## src/rtl/spi_reg_responder.sv

```systemverilog
// SPI mode-0/2 register responder: 16-bit frames (R/nW, 7-bit address, 8-bit data) over a bank
// of 8-bit registers. Optional mid-frame SCLK stall abort when SPI_RESP_TIMEOUT_EN is defined.
module spi_reg_responder #(
  parameter int unsigned p_num_regs = 16,
  parameter bit          p_cpol     = 1'b0,
  parameter int unsigned p_timeout  = 1024
) (
  input  logic                    clk,
  input  logic                    resetn,
  input  logic                    i_sclk,
  input  logic                    i_mosi,
  input  logic                    i_ce,
  output logic                    o_miso,
  output logic [8*p_num_regs-1:0] op_regs,
  output logic                    o_wr_strobe,
  output logic [6:0]              op_wr_addr,
  output logic                    o_frame_done,
  output logic                    o_error
);

  localparam int unsigned p_aw = (p_num_regs > 1) ? $clog2(p_num_regs) : 1;

  if (p_num_regs < 1 || p_num_regs > 128 || p_timeout < 1) begin : g_param_check
    $error("spi_reg_responder: p_num_regs must be 1..128 and p_timeout nonzero");
  end

  typedef enum logic [1:0] {StIdle, StCmd, StData, StDone} state_e;

  state_e                         r_state;
  logic                           r_sclk_meta, r_sclk_sync, r_sclk_prev;
  logic                           r_mosi_meta, r_mosi_sync;
  logic                           r_ce_meta, r_ce_sync, r_ce_prev;
  logic [3:0]                     r_bit_cnt;
  logic [6:0]                     r_shift;
  logic                           r_rnw;
  logic [6:0]                     r_addr;
  logic [7:0]                     r_tx;
  logic                           r_miso;
  logic [p_num_regs-1:0][7:0]     r_regs;
  logic                           r_wr_strobe;
  logic [6:0]                     r_wr_addr;
  logic                           r_frame_done;
  logic                           r_error;

  logic                           w_sclk_edge, w_lead, w_trail;
  logic                           w_ce_fall, w_ce_rise;
  logic [7:0]                     w_byte;
  logic                           w_cmd_ok, w_addr_ok;
  logic [p_aw-1:0]                w_cmd_idx, w_addr_idx;
  logic                           w_timeout;

  always_ff @(posedge clk) begin
    if (!resetn) begin
      r_sclk_meta <= p_cpol;
      r_sclk_sync <= p_cpol;
      r_sclk_prev <= p_cpol;
      r_mosi_meta <= 1'b0;
      r_mosi_sync <= 1'b0;
      r_ce_meta   <= 1'b1;
      r_ce_sync   <= 1'b1;
      r_ce_prev   <= 1'b1;
    end else begin
      r_sclk_meta <= i_sclk;
      r_sclk_sync <= r_sclk_meta;
      r_sclk_prev <= r_sclk_sync;
      r_mosi_meta <= i_mosi;
      r_mosi_sync <= r_mosi_meta;
      r_ce_meta   <= i_ce;
      r_ce_sync   <= r_ce_meta;
      r_ce_prev   <= r_ce_sync;
    end
  end

  // Leading edge moves SCLK away from its idle level; trailing edge returns to it.
  assign w_sclk_edge = r_sclk_sync ^ r_sclk_prev;
  assign w_lead      = w_sclk_edge && (r_sclk_sync != p_cpol);
  assign w_trail     = w_sclk_edge && (r_sclk_sync == p_cpol);
  assign w_ce_fall   = r_ce_prev & ~r_ce_sync;
  assign w_ce_rise   = ~r_ce_prev & r_ce_sync;

  assign w_byte      = {r_shift, r_mosi_sync};
  assign w_cmd_ok    = (32'(w_byte[6:0]) < p_num_regs);
  assign w_addr_ok   = (32'(r_addr) < p_num_regs);
  assign w_cmd_idx   = w_byte[p_aw-1:0];
  assign w_addr_idx  = r_addr[p_aw-1:0];

`ifdef SPI_RESP_TIMEOUT_EN
  localparam int unsigned p_tw = $clog2(p_timeout + 1);
  logic [p_tw-1:0] r_to_cnt;

  always_ff @(posedge clk) begin
    if (!resetn || w_sclk_edge || !(r_state == StCmd || r_state == StData)) begin
      r_to_cnt <= '0;
    end else if (!w_timeout) begin
      r_to_cnt <= r_to_cnt + 1'b1;
    end
  end

  assign w_timeout = (r_to_cnt == p_tw'(p_timeout - 1));
`else
  assign w_timeout = 1'b0;
`endif

  always_ff @(posedge clk) begin
    if (!resetn) begin
      r_state      <= StIdle;
      r_bit_cnt    <= 4'd0;
      r_shift      <= 7'd0;
      r_rnw        <= 1'b0;
      r_addr       <= 7'd0;
      r_tx         <= 8'h00;
      r_miso       <= 1'b0;
      r_regs       <= '0;
      r_wr_strobe  <= 1'b0;
      r_wr_addr    <= 7'd0;
      r_frame_done <= 1'b0;
      r_error      <= 1'b0;
    end else begin
      r_wr_strobe  <= 1'b0;
      r_frame_done <= 1'b0;
      r_error      <= 1'b0;
      unique case (r_state)
        StIdle: begin
          r_bit_cnt <= 4'd0;
          r_miso    <= 1'b0;
          if (w_ce_fall) r_state <= StCmd;
        end
        StCmd: begin
          if (w_ce_rise) begin
            r_error   <= 1'b1;
            r_bit_cnt <= 4'd0;
            r_state   <= StIdle;
          end else if (w_lead) begin
            r_shift   <= w_byte[6:0];
            r_bit_cnt <= r_bit_cnt + 4'd1;
            if (r_bit_cnt == 4'd7) begin
              r_rnw   <= w_byte[7];
              r_addr  <= w_byte[6:0];
              r_tx    <= (w_byte[7] && w_cmd_ok) ? r_regs[w_cmd_idx] : 8'h00;
              r_state <= StData;
            end
          end else if (w_timeout) begin
            r_error <= 1'b1;
            r_state <= StDone;
          end
        end
        StData: begin
          // The 16th leading edge outranks a simultaneous CE rise.
          if (w_lead && r_bit_cnt == 4'd15) begin
            r_frame_done <= 1'b1;
            r_miso       <= 1'b0;
            r_bit_cnt    <= 4'd0;
            if (!w_addr_ok) begin
              r_error <= 1'b1;
            end else if (!r_rnw) begin
              r_regs[w_addr_idx] <= w_byte;
              r_wr_strobe        <= 1'b1;
              r_wr_addr          <= r_addr;
            end
            r_state <= w_ce_rise ? StIdle : StDone;
          end else if (w_ce_rise) begin
            r_error   <= 1'b1;
            r_miso    <= 1'b0;
            r_bit_cnt <= 4'd0;
            r_state   <= StIdle;
          end else if (w_lead) begin
            r_shift   <= w_byte[6:0];
            r_bit_cnt <= r_bit_cnt + 4'd1;
          end else if (w_trail) begin
            r_miso <= r_tx[7];
            r_tx   <= {r_tx[6:0], 1'b0};
          end else if (w_timeout) begin
            r_error <= 1'b1;
            r_miso  <= 1'b0;
            r_state <= StDone;
          end
        end
        StDone: begin
          r_miso    <= 1'b0;
          r_bit_cnt <= 4'd0;
          if (w_ce_rise) r_state <= StIdle;
        end
        default: r_state <= StIdle;
      endcase
    end
  end

  assign o_miso       = r_miso;
  assign op_regs      = r_regs;
  assign o_wr_strobe  = r_wr_strobe;
  assign op_wr_addr   = r_wr_addr;
  assign o_frame_done = r_frame_done;
  assign o_error      = r_error;

endmodule

```

## config.mk

```make
export PLATFORM = sky130hd
export DESIGN_NAME = spi_reg_responder
export DESIGN_NICKNAME = d
export VERILOG_FILES = /design/src/rtl/spi_reg_responder.sv
export SDC_FILE = /design/constraint.sdc
export NUM_CORES = 1
export LEC_CHECK = 0
export CORE_AREA = 2 2 131 133
export DETAILED_ROUTE_END_ITERATION = 10
export DIE_AREA = 0 0 133 135
export GPL_TIMING_DRIVEN = 0
export PLACE_DENSITY = 0.74
export SLEW_MARGIN = 20
export SYNTH_ARGS = -nofsm -noshare
export SYNTH_HDL_FRONTEND = slang
export SYNTH_SLANG_ARGS = --single-unit
```

## constraint.sdc

```tcl
create_clock -name clk -period 2.5 [get_ports clk]
set_clock_uncertainty 0.15 [all_clocks]
set_input_delay 0.5 -clock clk [delete_from_list [all_inputs] [get_ports clk]]
set_output_delay 0.5 -clock clk [all_outputs]
set_load 0.01 [all_outputs]
```

======== After elaboration in Yosys (flattened, before gate mapping) ========
Index checks and enable logic that the tools add are counted.
word-level totals
  word-level logic and storage cells ...... 124
  register bits ........................... 176
  output and inout bits ................... 139
operators by class
  mux-type cells .......................... 41
  reductions and logical operators ........ 17
  order comparisons ....................... 5
  bitwise operators ....................... 8
  add/sub/neg operators ................... 1
  eq/ne operators ......................... 17
operators with widths
  operator             number
  $bwmux 128           1
  $mux 8               10
  $bmux 8 s4           1
  $demux 8 s4          1
  $mux 7               3
  $ne 2x2->1 const B   8
  $pmux 8 s2           1
  $lt 7x5->1 const B   2
  $mux 2               7
  $pmux 7 s2           1
  $mux 4               3
  $pmux 4 s3           1
  $reduce_and 4->1     3
  $lt 4x5->1 const B   2
  $mux 1               9
  $ne 4x4->1 const B   2
  $pmux 2 s4           1
  $reduce_and 8->1     1
  $ne 3x3->1 const B   2
  $reduce_and 3->1     2
  $logic_and 1x1->1    5
  $not 1->1            5
  $add 4x1->4 const B  1
  $eq 2x2->1 const B   2
  other kinds (11)     15

======== Depth between registers and ports, before layout ========
  depth after elaboration ................. 7
  gate-level depth with buffers ........... 10

======== Least setup slack after synthesis ========
Ideal clock, no wire load.
  path type ............................... register -> register
  start point ............................. register r_state[0]
  end point ............................... register r_tx[1]
  setup slack ............................. 332 ps
  setup time .............................. 60 ps
  period minus slack after synthesis ...... 2168 ps
  cell stages (with the launch flop) ...... 7
  data required time ...................... 2290 ps
  data arrival time ....................... 1958 ps
  cells stage by stage .................... dfxtp_1 -> inv_1 -> ha_1 -> or3b_1 -> buf_1 -> a2111oi_4 -> a22o_1
between the ends
  longest elaborated chain between the ends .. 3
  elaborated cells between the ends (all ways) .. 12
ends and longest elaborated chain
  element                                                                  line  source
  from (decl)                                                              29    state_e r_state;
  from (signal assigned)                                                   106   r_state <= StIdle;
  from (signal assigned)                                                   126   if (w_ce_fall) r_state <= StCmd;
  from (signal assigned)                                                   132   r_state <= StIdle;
  $eq 2x1->1 / $eq 2x2->1 (equally long branches)                          122   unique case (r_state)
  $ne 2x2->1 (no source line) / $reduce_bool 2->1 (equally long branches)  n/a
  $reduce_and 8->1 (no source line)                                        n/a
  to (signal assigned)                                                     139   r_tx <= (w_byte[7] && w_cmd_ok) ? r_regs[w_cmd_idx] : 8'h00;
  to (signal assigned)                                                     171   r_tx <= {r_tx[6:0], 1'b0};
  to (decl)                                                                37    logic [7:0] r_tx;
Parallel ways exist; a longest one is shown, timed or not.
A chain may end at the register's enable or synchronous reset.

======== Worst setup path in the final report ========
  start point ............................. register r_bit_cnt[0]
  end point ............................... register r_regs (netlist bit op_regs[69])
between the ends
  longest elaborated chain between the ends .. 3
ends and longest elaborated chain
  element                            line  source
  from (decl)                        33    logic [3:0] r_bit_cnt;
  from (signal assigned)             135   r_bit_cnt <= r_bit_cnt + 4'd1;
  from (signal assigned)             168   r_bit_cnt <= r_bit_cnt + 4'd1;
  $eq 4x4->1                         149   if (w_lead && r_bit_cnt == 4'd15) begin
  $logic_and 1x1->1                  149
  $reduce_and 4->1 (no source line)  n/a
  to (signal, indexed assignment)    156   r_regs[w_addr_idx] <= w_byte;
  to (decl)                          39    logic [p_num_regs-1:0][7:0] r_regs;
No other way between the ends.

==> metrics.txt <==
# TYPE chip_impl_metric gauge
chip_impl_metric{name="stdcell_area",unit="um2"} 10500
chip_impl_metric{name="drt_pre_antenna_iters",unit=""} 6
chip_impl_metric{name="synth-async-reset-ratio",unit=""} 0
chip_impl_info{name="critPathTopFamily",value="simple AND/OR/NAND/NOR gates"} 1
chip_impl_metric{name="cp_num_buf_inv",unit=""} 4
chip_impl_metric{name="postSynthCellCount",unit=""} 882
chip_impl_metric{name="area_of_the_core_region",unit="um2"} 16400
chip_impl_metric{name="critical-path-max-stage-delay",unit="ps"} 360
chip_impl_metric{name="routabilityCongestion",unit=""} 0.873
chip_impl_metric{name="power_per_cell_area",unit="nW/um2"} 552
chip_impl_metric{name="final_hpwl_from_detailed_placement",unit="mm"} 18.1
chip_impl_metric{name="clk_pin_slew",unit="ps"} 60
chip_impl_metric{name="max_slew.worst_pin.slew",unit="ps"} 872
chip_impl_metric{name="clock-sinks",unit=""} 176
chip_impl_metric{name="area_of_the_die",unit="um2"} 18000
chip_impl_info{name="path_common_cell",value="sky130_fd_sc_hd__buf_6"} 1
chip_impl_info{name="min-delay-path-class",value="reg2reg"} 1
chip_impl_metric{name="largest_net_degree_at_the_start_of_global_routing",unit=""} 17
chip_impl_metric{name="grt_use_total",unit=""} 0.287
chip_impl_info{name="critical_path_class",value="reg2reg"} 1
chip_impl_metric{name="post-place-cells",unit=""} 1245
chip_impl_metric{name="setup_viol",unit=""} 0
chip_impl_metric{name="critPathArrivalTime",unit="ps"} 2580
chip_impl_metric{name="syn_to_final_growth",unit="%"} 29.7
chip_impl_metric{name="placement_rows",unit=""} 47
chip_impl_metric{name="ys_seq_elements",unit=""} 176
chip_impl_metric{name="place.port_buffers",unit=""} 143
chip_impl_metric{name="top_level_ports",unit=""} 144
chip_impl_metric{name="power.total",unit="mW"} 5.81
chip_impl_metric{name="antenna_violations_before_repair",unit=""} 0
chip_impl_metric{name="die_x",unit="um"} 133
chip_impl_metric{name="fp.dieH",unit="um"} 135
chip_impl_info{name="clock-root-buffer",value="sky130_fd_sc_hd__clkbuf_16"} 1
chip_impl_metric{name="avgSynthCellArea",unit="um2"} 9.20
chip_impl_metric{name="timing.slew.headroom",unit=""} 0.417
chip_impl_metric{name="route.detailed.drc",unit=""} 0
chip_impl_metric{name="grt_first_pass_wirelength",unit="mm"} 39.2
chip_impl_metric{name="wirelength",unit="mm"} 25.9
chip_impl_metric{name="vias",unit=""} 7188
chip_impl_metric{name="cell_count_final_fillers_out",unit=""} 1277
chip_impl_metric{name="number_of_buffers_created_by_cts",unit=""} 17
chip_impl_metric{name="worst_ep_required_time",unit="ps"} 2680
chip_impl_info{name="critical-path-slowest-cell",value="sky130_fd_sc_hd__dfxtp_1"} 1
chip_impl_metric{name="combined_area_of_the_multi_input_logic_cells",unit="um2"} 4320
chip_impl_metric{name="number_of_synthesized_flops_with_an_enable_pin",unit=""} 0
chip_impl_metric{name="period_share",unit=""} 0.960
chip_impl_metric{name="grt_remaining_overflow",unit=""} 0
chip_impl_info{name="status",value="complete, no violations"} 1
chip_impl_metric{name="initialDrtViolationCount",unit=""} 652
chip_impl_metric{name="via_per_inst",unit=""} 5.63
chip_impl_metric{name="hold_viol",unit=""} 0
chip_impl_metric{name="ir_drop",unit="mV"} 0.532
chip_impl_metric{name="static-leakage-power",unit="nW"} 3.61
chip_impl_metric{name="holdBufCountCts",unit=""} 0
chip_impl_metric{name="first_global_vias",unit=""} 6765
chip_impl_metric{name="period_minus_slack",unit="ps"} 2400
chip_impl_metric{name="cts_buffer_depth",unit=""} 2
chip_impl_metric{name="mappedNetlistNets",unit=""} 892
chip_impl_metric{name="clkLatencyLatePin",unit="ps"} 440
chip_impl_metric{name="max_clk_rate",unit="GHz"} 0.416
chip_impl_metric{name="n_fill_cell",unit=""} 1346
chip_impl_info{name="critPathLaunchType",value="flip-flop"} 1
chip_impl_metric{name="placed_cell_area",unit="um2"} 9820
chip_impl_info{name="worst_setup_path_end_kind",value="flip-flop"} 1
chip_impl_info{name="grt_setup_unrepaired",value="yes"} 1
chip_impl_info{name="timing.critical_path.cells",value="ha_1, and4b_1, buf_6, and3_1, clkbuf_4, buf_6, buf_6, nand3_2, nand2_1, a21boi_1"} 1
chip_impl_info{name="clock_tree_from_tritoncts",value="done"} 1
chip_impl_metric{name="synthesis_warning_total",unit=""} 0
chip_impl_metric{name="postRouteAntennaNets",unit=""} 0
chip_impl_metric{name="antenna_cells",unit=""} 0
chip_impl_metric{name="htree_num_levels",unit=""} 4
chip_impl_metric{name="layout-drive-gt1-share",unit=""} 0.111
chip_impl_metric{name="path_max_fanout",unit=""} 10
chip_impl_metric{name="avgRoutedWirePerCell",unit="um"} 20.2
chip_impl_metric{name="netlist_area",unit="um2"} 8120
chip_impl_metric{name="post_synth_num_cell_types",unit=""} 50
chip_impl_metric{name="final_nets",unit=""} 1054
chip_impl_metric{name="initial_utilization",unit=""} 0.495
chip_impl_metric{name="synth.yosys.seq_area_share",unit=""} 0.434
chip_impl_metric{name="drv_slew",unit=""} 0
chip_impl_info{name="synth_top_flop_cell",value="sky130_fd_sc_hd__dfxtp_1"} 1
chip_impl_metric{name="area.sequential",unit="um2"} 3520
chip_impl_metric{name="drv_cap",unit=""} 0
-- cell usage after synthesis (2+ instances only) --
library cell | n | area, um2
sky130_fd_sc_hd__a22o_1 | 7 | 61.3
sky130_fd_sc_hd__mux4_2 | 32 | 721
sky130_fd_sc_hd__a21boi_1 | 128 | 961
sky130_fd_sc_hd__o31ai_1 | 2 | 15.0
sky130_fd_sc_hd__a21boi_0 | 6 | 45.0
sky130_fd_sc_hd__nand2_1 | 294 | 1100
sky130_fd_sc_hd__buf_2 | 21 | 105
sky130_fd_sc_hd__buf_1 | 4 | 15.0
sky130_fd_sc_hd__o21ai_0 | 4 | 20.0
sky130_fd_sc_hd__nor3b_2 | 3 | 37.5
sky130_fd_sc_hd__nor2_1 | 10 | 37.5
sky130_fd_sc_hd__dfxtp_1 | 176 | 3520
sky130_fd_sc_hd__nor2b_1 | 22 | 138
sky130_fd_sc_hd__and2_1 | 9 | 56.3
sky130_fd_sc_hd__nand3_2 | 13 | 130
sky130_fd_sc_hd__clkbuf_1 | 39 | 146
sky130_fd_sc_hd__nand2b_1 | 7 | 43.8
sky130_fd_sc_hd__a21oi_1 | 4 | 20.0
sky130_fd_sc_hd__a22oi_1 | 17 | 128
sky130_fd_sc_hd__buf_6 | 3 | 33.8
sky130_fd_sc_hd__ha_1 | 5 | 62.6
sky130_fd_sc_hd__and3_1 | 18 | 113
sky130_fd_sc_hd__nand4_1 | 3 | 18.8
sky130_fd_sc_hd__nand4_4 | 3 | 63.8
sky130_fd_sc_hd__xor2_1 | 2 | 17.5
sky130_fd_sc_hd__mux2i_1 | 23 | 230
sky130_fd_sc_hd__nand3b_1 | 2 | 15.0
sky130_fd_sc_hd__buf_4 | 2 | 15.0
sky130_fd_sc_hd__inv_1 | 2 | 7.51
-- layout make-up --
cell class,instances,share of cell area
Inverter,2,0.000713
Clock buffer,23,0.0435
Sequential cell,176,0.335
Buffer,68,0.0316
Multi-Input combinational cell,634,0.411
Tap cell,220,0.0262
Timing Repair Buffer,145,0.137
Clock inverter,9,0.0150
-- path summary, 6_finish.rpt --
check                     startpoint                  endpoint  cells after the start  slack [ps]
max reg2reg  r_bit_cnt[0]$_SDFF_PN0_  op_regs[69]$_SDFFE_PN0P_                     10         100
max          r_bit_cnt[0]$_SDFF_PN0_  op_regs[69]$_SDFFE_PN0P_                     10         100
min             r_ce_meta$_SDFF_PN1_      r_ce_sync$_SDFF_PN1_                      1         260
min reg2reg     r_ce_meta$_SDFF_PN1_      r_ce_sync$_SDFF_PN1_                      1         260
-- where the power goes --
| group | internal [mW] | switching (mW) |
|---|---|---|
| Clock | 1.70 | 1.13 |
| Combinational | 0.0673 | 0.0893 |
| Sequential | 2.81 | 0.00334 |
| Total | 4.58 | 1.23 |
-- cell usage in the layout (no fill, tap or decap), types with 8 or more instances in the layout --
master                              n
sky130_fd_sc_hd__a21boi_1         128
sky130_fd_sc_hd__a22oi_1           17
sky130_fd_sc_hd__and2_1             8
sky130_fd_sc_hd__and3_1            18
sky130_fd_sc_hd__buf_2             15
sky130_fd_sc_hd__clkbuf_1          41
sky130_fd_sc_hd__clkbuf_16         17
sky130_fd_sc_hd__clkdlybuf4s50_1  143
sky130_fd_sc_hd__dfxtp_1          176
sky130_fd_sc_hd__mux2i_1           23
sky130_fd_sc_hd__mux4_2            32
sky130_fd_sc_hd__nand2_1          294
sky130_fd_sc_hd__nor2_1            10
sky130_fd_sc_hd__nor2b_1           21
-- cells by family (layout without fill, tap and decap cells) --
kind of cell | after synthesis | count (layout) | share of synthesized area
and+or+nand+nor | 395 | 395 | 0.231
AOI/OAI and AO/OA | 176 | 176 | 0.167
muxes | 55 | 55 | 0.117
DFF | 176 | 176 | 0.434
buffers and inverters | 72 | 247 | 0.0404
xor gates and xnor gates | 3 | 3 | 0.00324
adders and majority gates | 5 | 5 | 0.00771
-- layer usage --
metal,wire (um),track usage,up-vias
met5,0,0,-
met4,551,0.102,0
met3,2260,0.0593,46
met2,12600,0.471,335
met1,10400,0.378,3478
li1,-,-,3329
-- sequential cells by signal, indices dropped and copies added (netlist names), 2 cells and up --
name        count
r_addr          7
op_wr_addr      7
r_shift         7
r_state         2
op_regs       128
r_bit_cnt       4
r_tx            8
-- through the flow --
step	worst slack [ps]	TNS [ps]	utilization	hold slack, ps
floorplan	332	0	-	236
global placement	-60.0	-487	0.599	243
detailed placement	-93.5	-604	0.599	246
CTS	11.7	0	0.636	263
global route	-63.3	-1550	0.641	298
finish	98.9	0	0.641	259
-- timing repair --
action                                  in CTS  in global routing
hold endpoints to repair                     0                  0
resized for setup                            1                 18
endpoints found under the setup margin       8                136
pin swaps                                    1                  1
buffers inserted                             0                  2
gates cloned                                 0                  0
Note: power is estimated with default switching activity, not from simulation.
